<file path="src/rtl/seg7_scan_driver.sv">
// Eight-digit common-anode 7-segment scanner with per-frame snapshot and blink.
// Optional anode guard interval at slot start: SEG_GHOST_BLANK_EN.
module seg7_scan_driver #(
  parameter int SCAN_DIV     = 100000,
  parameter int BLINK_DIV    = 25000000,
  parameter int BLANK_CYCLES = 1000
) (
  input  logic        clk,
  input  logic        reset,
  input  logic [31:0] digits,
  input  logic [7:0]  point,
  input  logic [7:0]  which_shine,
  input  logic        is_shine,
  output logic [7:0]  an,
  output logic [6:0]  seg,
  output logic        dp,
  output logic        frame_start
);

  localparam int SW = (SCAN_DIV > 1) ? $clog2(SCAN_DIV) : 1;
  localparam int BW = (BLINK_DIV > 1) ? $clog2(BLINK_DIV) : 1;
  localparam logic [SW-1:0] SCAN_LAST = SW'(SCAN_DIV - 1);
  localparam logic [BW-1:0] BLINK_LAST = BW'(BLINK_DIV - 1);

  logic [SW-1:0] scan_cnt;
  logic [2:0]    idx;
  logic [BW-1:0] blink_cnt;
  logic          blink_phase;
  logic          load_pending;

  logic [31:0]   snap_digits;
  logic [7:0]    snap_point;
  logic [7:0]    snap_ws;
  logic          snap_shine;

  logic          tick;
  logic          load;
  logic [3:0]    nib;
  logic          hidden;
  logic [7:0]    an_d;
  logic [6:0]    seg_d;
  logic          dp_d;

  assign tick = (scan_cnt == SCAN_LAST);
  assign load = load_pending || (tick && idx == 3'd7);
  assign nib  = snap_digits[{idx, 2'b00} +: 4];
  assign hidden = snap_shine && snap_ws[idx] && !blink_phase;

  always_comb begin
    an_d  = ~(8'b1 << idx);
    seg_d = 7'h7F;
    dp_d  = snap_point[idx];
    case (nib)
      4'h0: seg_d = 7'b1000000;
      4'h1: seg_d = 7'b1111001;
      4'h2: seg_d = 7'b0100100;
      4'h3: seg_d = 7'b0110000;
      4'h4: seg_d = 7'b0011001;
      4'h5: seg_d = 7'b0010010;
      4'h6: seg_d = 7'b0000010;
      4'h7: seg_d = 7'b1111000;
      4'h8: seg_d = 7'b0000000;
      4'h9: seg_d = 7'b0010000;
      4'hA: seg_d = 7'b0111111;
      default: seg_d = 7'h7F;
    endcase
    if (hidden) begin
      an_d  = 8'hFF;
      seg_d = 7'h7F;
      dp_d  = 1'b1;
    end
`ifdef SEG_GHOST_BLANK_EN
    // Segments still settle while the anode stays off.
    if (scan_cnt < SW'(BLANK_CYCLES)) an_d = 8'hFF;
`endif
  end

  always_ff @(posedge clk) begin
    if (reset) begin
      scan_cnt     <= '0;
      idx          <= 3'd0;
      blink_cnt    <= '0;
      blink_phase  <= 1'b1;
      load_pending <= 1'b1;
      snap_digits  <= 32'hFFFF_FFFF;
      snap_point   <= 8'hFF;
      snap_ws      <= 8'h00;
      snap_shine   <= 1'b0;
      frame_start  <= 1'b0;
      an           <= 8'hFF;
      seg          <= 7'h7F;
      dp           <= 1'b1;
    end else begin
      scan_cnt <= tick ? '0 : scan_cnt + 1'b1;
      if (tick) idx <= idx + 3'd1;
      if (blink_cnt == BLINK_LAST) begin
        blink_cnt   <= '0;
        blink_phase <= ~blink_phase;
      end else begin
        blink_cnt <= blink_cnt + 1'b1;
      end
      load_pending <= 1'b0;
      frame_start  <= load;
      if (load) begin
        snap_digits <= digits;
        snap_point  <= point;
        snap_ws     <= which_shine;
        snap_shine  <= is_shine;
      end
      an  <= an_d;
      seg <= seg_d;
      dp  <= dp_d;
    end
  end

endmodule

</file>
<file path="config.mk">
export PLATFORM = sky130hd
export DESIGN_NAME = seg7_scan_driver
export DESIGN_NICKNAME = d
export VERILOG_FILES = /design/src/rtl/seg7_scan_driver.sv
export SDC_FILE = /design/constraint.sdc
export NUM_CORES = 1
export LEC_CHECK = 0
export CORE_ASPECT_RATIO = 2
export CORE_MARGIN = 8
export CORE_UTILIZATION = 55
export CTS_CLUSTER_DIAMETER = 60
export CTS_CLUSTER_SIZE = 8
export DETAILED_ROUTE_END_ITERATION = 7
export PLACE_DENSITY = 0.8
export RECOVER_POWER = 100
export SETUP_SLACK_MARGIN = 0.15
export SKIP_CTS_REPAIR_TIMING = 1
export SLEW_MARGIN = 20
export SYNTH_ARGS = -nofsm -noshare
export SYNTH_HDL_FRONTEND = slang
export SYNTH_SLANG_ARGS = --single-unit
</file>
<file path="constraint.sdc">
create_clock -name clk -period 3.1 [get_ports clk]
set_input_delay 0.62 -clock clk [delete_from_list [all_inputs] [get_ports clk]]
set_output_delay 0.62 -clock clk [all_outputs]
set_load 0.05 [all_outputs]
</file>
## Word-level counts from Yosys, hierarchy flattened

Memories as Yosys holds them, arrays and structs flattened. A register that Yosys moved wholly into a read port is not among the register bits.
Cells that the tools add are included.

| word-level totals | value |
|---|---|
| bits in registers | 106 |
| bits in read-only memories | 112 |
| input bits | 51 |
| logic and storage cells | 37 |
| memories | 1 |

Memory list:

| memory | words | width | rd ports | clocked after Yosys merged registers in | wr ports | line | source |
|---|---|---|---|---|---|---|---|
| (name not given) | 16 | 7 | 1 | 1 | 0 | 53 | `case (nib)` |

| cells by class | value |
|---|---|
| add/subtract/negate cells | 3 |
| $lt $le $gt $ge | 1 |
| equality and inequality tests | 3 |
| shift-type cells | 2 |
| muxes and demuxes | 5 |
| bitwise operators | 2 |
| reductions and logical operators | 8 |

Operators with widths:

| kind | count |
|---|---|
| variable part select 32 x 6 -> 4 bit | 1 |
| adder 25 x 1 -> 25 bit (second input constant) | 1 |
| == test 25 bit (second input constant) | 1 |
| adder 17 x 1 -> 17 bit (second input constant) | 1 |
| == test 17 bit (second input constant) | 1 |
| inverter 8 bit | 1 |
| left shift 1 x 3 -> 8 bit (first input constant) | 1 |
| binary-select mux 1 bit (select 3 bit) | 2 |
| OR reduction 2 bit | 3 |
| < comparator 3 x 4 -> 1 bit (second input constant) | 1 |
| adder 3 x 1 -> 3 bit (second input constant) | 1 |
| == test 3 bit (second input constant) | 1 |
| logical AND 1 bit | 3 |
| 2-to-1 mux 1 bit | 3 |
| zero test 1 bit | 1 |
| logical OR 1 bit | 1 |
| inverter 1 bit | 1 |

## Logic depth before layout (Yosys ltp)

| depth | value |
|---|---|
| depth after elaboration | 5 |
| depth in mapped cells | 9 |

## Least setup slack after synthesis

Ideal clock, no wire load.

| timing | value |
|---|---|
| path kind | register to register |
| start | register idx[0] |
| end | register seg[3] |
| library setup time | 0.093 ns |
| arrival time | 2.123 ns |
| required time | 3.007 ns |
| slack | 0.884 ns |
| stages on the path, launching flop included | 9 |
| path buffers | 2 |
| cells stage by stage | dfxtp_1 > buf_6 > buf_12 > mux4_2 > mux2_2 > inv_1 > ha_1 > and2_4 > o311ai_2 |

| on the way | value |
|---|---|
| longest elaborated chain between the ends | 5 |
| elaborated cells between the ends (all ways) | 6 |

RTL lines:

| element | line | source |
|---|---|---|
| start, declared | 26 | `logic [2:0] idx;` |
| start signal, assigned | 95 | `if (tick) idx <= idx + 3'd1;` |
| binary-select mux 1 bit (select 3 bit) | 47 | `assign hidden = snap_shine && snap_ws[idx] && !blink_phase;` |
| 2-to-1 mux 1 bit (not written as such) | 47 |  |
| logical AND 1 bit (2 in a row) | 47 |  |
| OR reduction 2 bit (no source line) | - |  |
| end, declared | 15 | `output logic [6:0] seg,` |

Parallel ways exist; a longest one is shown, timed or not. The select of a mux whose other input is x is not followed.
A chain may end at the register's enable or synchronous reset.

## Worst setup path after layout

| timing | value |
|---|---|
| start | register idx[0] |
| end | register seg[6] |

The elaborated chain is that of the path after synthesis.

==> metrics.md <==
| Metric | Value |
|---|---|
| Layout net count | between 600 and 700 |
| Netlist cell types | between 40 and 50 |
| Worst-case clock buffer depth | 2 |
| Worst skew pair latency | ~0.41 ns |
| Yosys warns | 0 |
| Ys flop type | dfxtp_1 |
| RSZ-0062 raised after global routing | false |
| P_leak | approximately 2.5 nW |
| VDD IR max | 0.0004034 V |
| Syn Area/Cell | approximately 9.4 um^2 |
| Worst Hold Path Cells | 1 |
| Tmin final | around 2.7 ns |
| Most common library cell in the layout ignoring fill and taps | dfxtp_1 |
| DR iter-0 viols | between 200 and 250 |
| Yosys top cell area share | between 40% and 50% |
| # IOs | between 60 and 70 |
| HP Class | reg -> reg |
| WL/cell | approximately 15 um |
| DR pass1 iterations | 5 |
| Worst hold start | blink_cnt[0] |
| Clk root buf | clkbuf_16 |
| Register bit total from synthesis | around 110 |
| Fillers | 700 |
| Outcome | complete, no violations |
| Syn Inst Count | between 500 and 600 |
| Area of the multi-input gates | between 2000 and 3000 um^2 |
| Post-synthesis sequential area ratio | 44.26% |
| Final core utilization | between 60 and 70% |
| Num Clock Sinks | between 100 and 150 |
| Hold Path Sink | blink_cnt[0] |
| Final Hold Fails | 0 |
| CP Max Fanout | 12 |
| Setup Skew | 0.008296 ns |
| Clock transition at the registers of the reported paths | about 0.050 ns |
| Most frequent cells in the layout | 113 x dfxtp_1, 112 x nor2_1, 53 x mux2i_1, 49 x clkdlybuf4s50_1, 38 x nand2_1 |
| Setup crit start kind | flop |
| Number of CTS-inserted buffers | 17 |
| Hold_ws | approximately 0.44 ns |
| Highest Clock Rate | about 0.37 GHz |
| Rows | 50 |
| Number of flops mapped to enable cells by yosys | 0 |
| Reg2Reg Setup Slack | 0.42 ns |
| DRC | 0 |
| GPL Wtd Cong | about 0.84 |
| Setup_tns | 0 ns |
| CP required | 3.38 ns |
| Overall Power | ~0.0036 W |
| Initial antenna violation count | 0 |
| Final WL | about 11000 um |
| Post-Syn Area | slightly above 5000 um^2 |
| Initial core utilization | a little under three fifths |
| Vias per cell | approximately 5.6 |
| Die area | between 10000 and 15000 um^2 |
| Vias in the first global route | slightly above 4000 |
| Vias post-DR | approximately 4100 |
| Buffers on Ports | 67 |
| Die Ht | around 150 um |
| Final HPWL DP | about 7500 um |
| Worst Setup End Kind | flop |
| Fin area | about 6300 um^2 |
| Async set or reset register ratio after synthesis | 0% |
| GRT Util Overall | between 10% and 20% |
| Most area-consuming cells after synthesis | dfxtp_1 44%, mux2i_1 10%, nor2_1 8.2%, mux4_2 3.5%, ha_1 3.2% |
| Routed Antenna Nets | 0 |
| Antenna diodes | 0 |
| Least-Margin Pin Slew | roughly 1.4 ns |
| Reg2reg start | idx[0] |
| Slew HR | just under 8% |
| CP arrival | just under 3 ns |
| Power per cell area | 572.4 nW/um^2 |
| Reg2reg end | seg[6] |
| Max Slew Vio Count | 0 |
| Synth area leader | dfxtp_1 |
| Die width | between 80 and 90 um |
| MaxCap Viol Count | 0 |
| CTS tree | built |
| FF-to-FF path depth | 6 |
| Final setup viols | 0 |
| DP Area | a little under 6000 um^2 |
| Core Footprint | 9196 um^2 |
| Area growth, synth to finish | 23.72% |
| H-tree levels | 4 |
| Layout cells sized above 1 | 8.306% |
| Global-route wire length before repair | around 19000 um |
| Final worst-path cycle share | just under 90% |
| Total grt overflow | 0 |
| Largest net degree at the start of global routing | between 60 and 70 |
| Sequential cell area | roughly 2300 um^2 |
| Net Count, Synth | 605 |
| Setup CP Type | reg -> reg |
[registers in the layout, summed over array words and instances, names as in the netlist]
name / count
dp: 1
snap_point: 8
idx: 3
an: 8
load_pending: 1
snap_ws: 8
frame_start: 1
scan_cnt: 17
seg: 7
blink_phase: 1
snap_digits: 32
snap_shine: 1
blink_cnt: 25
[critical path, cell delays in order, from the launching register on]
cell      delay [ns]
dfxtp_1         0.68
clkbuf_1        0.45
mux4_1          0.64
a221oi_1        0.29
buf_4           0.24
and4b_1         0.22
a21oi_1         0.05
[kinds of logic after synthesis]
group / count (synthesis) / share of synthesized area (%)
buffers and inverters: 45 / 4.455
AO/OA/AOI/OAI: 52 / 6.316
multiplexers: 69 / 16.96
adder cells (fa/ha/maj): 13 / 3.182
AND/OR/NAND/NOR: 227 / 21.05
XOR/XNOR: 22 / 3.770
flip-flops: 113 / 44.26
[how the worst max path moves through the flow]
stage                     cells after the start            end          from  slack, ns
after floorplan                               8         seg[3]        idx[0]       0.88
after global placement                        5         seg[3]        idx[0]       0.71
after detailed placement                      5         seg[3]        idx[0]       0.59
after CTS                                     5         seg[3]        idx[0]       0.58
after global routing                          5  blink_cnt[14]  blink_cnt[2]       0.21
final                                         6         seg[6]        idx[0]       0.42
[cell usage after synthesis (2+ instances only)]
cell type	count
or3_1	11
clkbuf_1	18
and4b_1	2
o31ai_1	8
or4_1	8
inv_1	11
mux4_2	8
nor4b_1	2
mux4_1	3
nor3b_1	2
mux2_4	2
dfxtp_1	113
mux2_2	2
nand3_1	16
xor2_1	16
nor3_1	3
xnor2_1	6
ha_1	13
o21ai_1	4
mux2i_1	53
o21ai_0	11
buf_4	5
nand2_1	38
a21oi_1	22
buf_2	7
nor2_1	112
and3_1	5
nand4_1	14
and2_1	2
and4_1	6
buf_6	2
[power by group]
group / total, W / internal (W) / switching (W)
clock network: 0.00180 / 0.00117 / 0.000626
logic: 0.000280 / 0.000142 / 0.000139
registers: 0.00154 / 0.00151 / 0.0000312
[metal layers]
metal  vias up  track usage [%]  routed length [um]  part of all wire, %
li1       2009                -                   -                    -
met1      1875            21.36                4706                   43
met2       141            26.56                5239                   47
met3        27            6.585                 782                  7.1
met4         0            9.859                 326                  2.9
met5         -                0                   0                    0
[metrics by stage]
stage               setup WS [ns]  cells
floorplan                  0.8843    541
global placement           0.7059    687
detailed placement         0.5901    687
CTS                        0.5806    718
global route               0.2145    718
finish                     0.4176    718
[layout make-up]
type | count | area share, %
clock buffers | 25 | 7.835
clock inverters | 6 | 0.8706
inverters | 12 | 0.7123
multi-input cells | 383 | 41.41
flip-flops and latches | 113 | 35.77
well taps | 104 | 2.058
repair buffers | 75 | 11.34
Power figures use the tool's default switching activity.
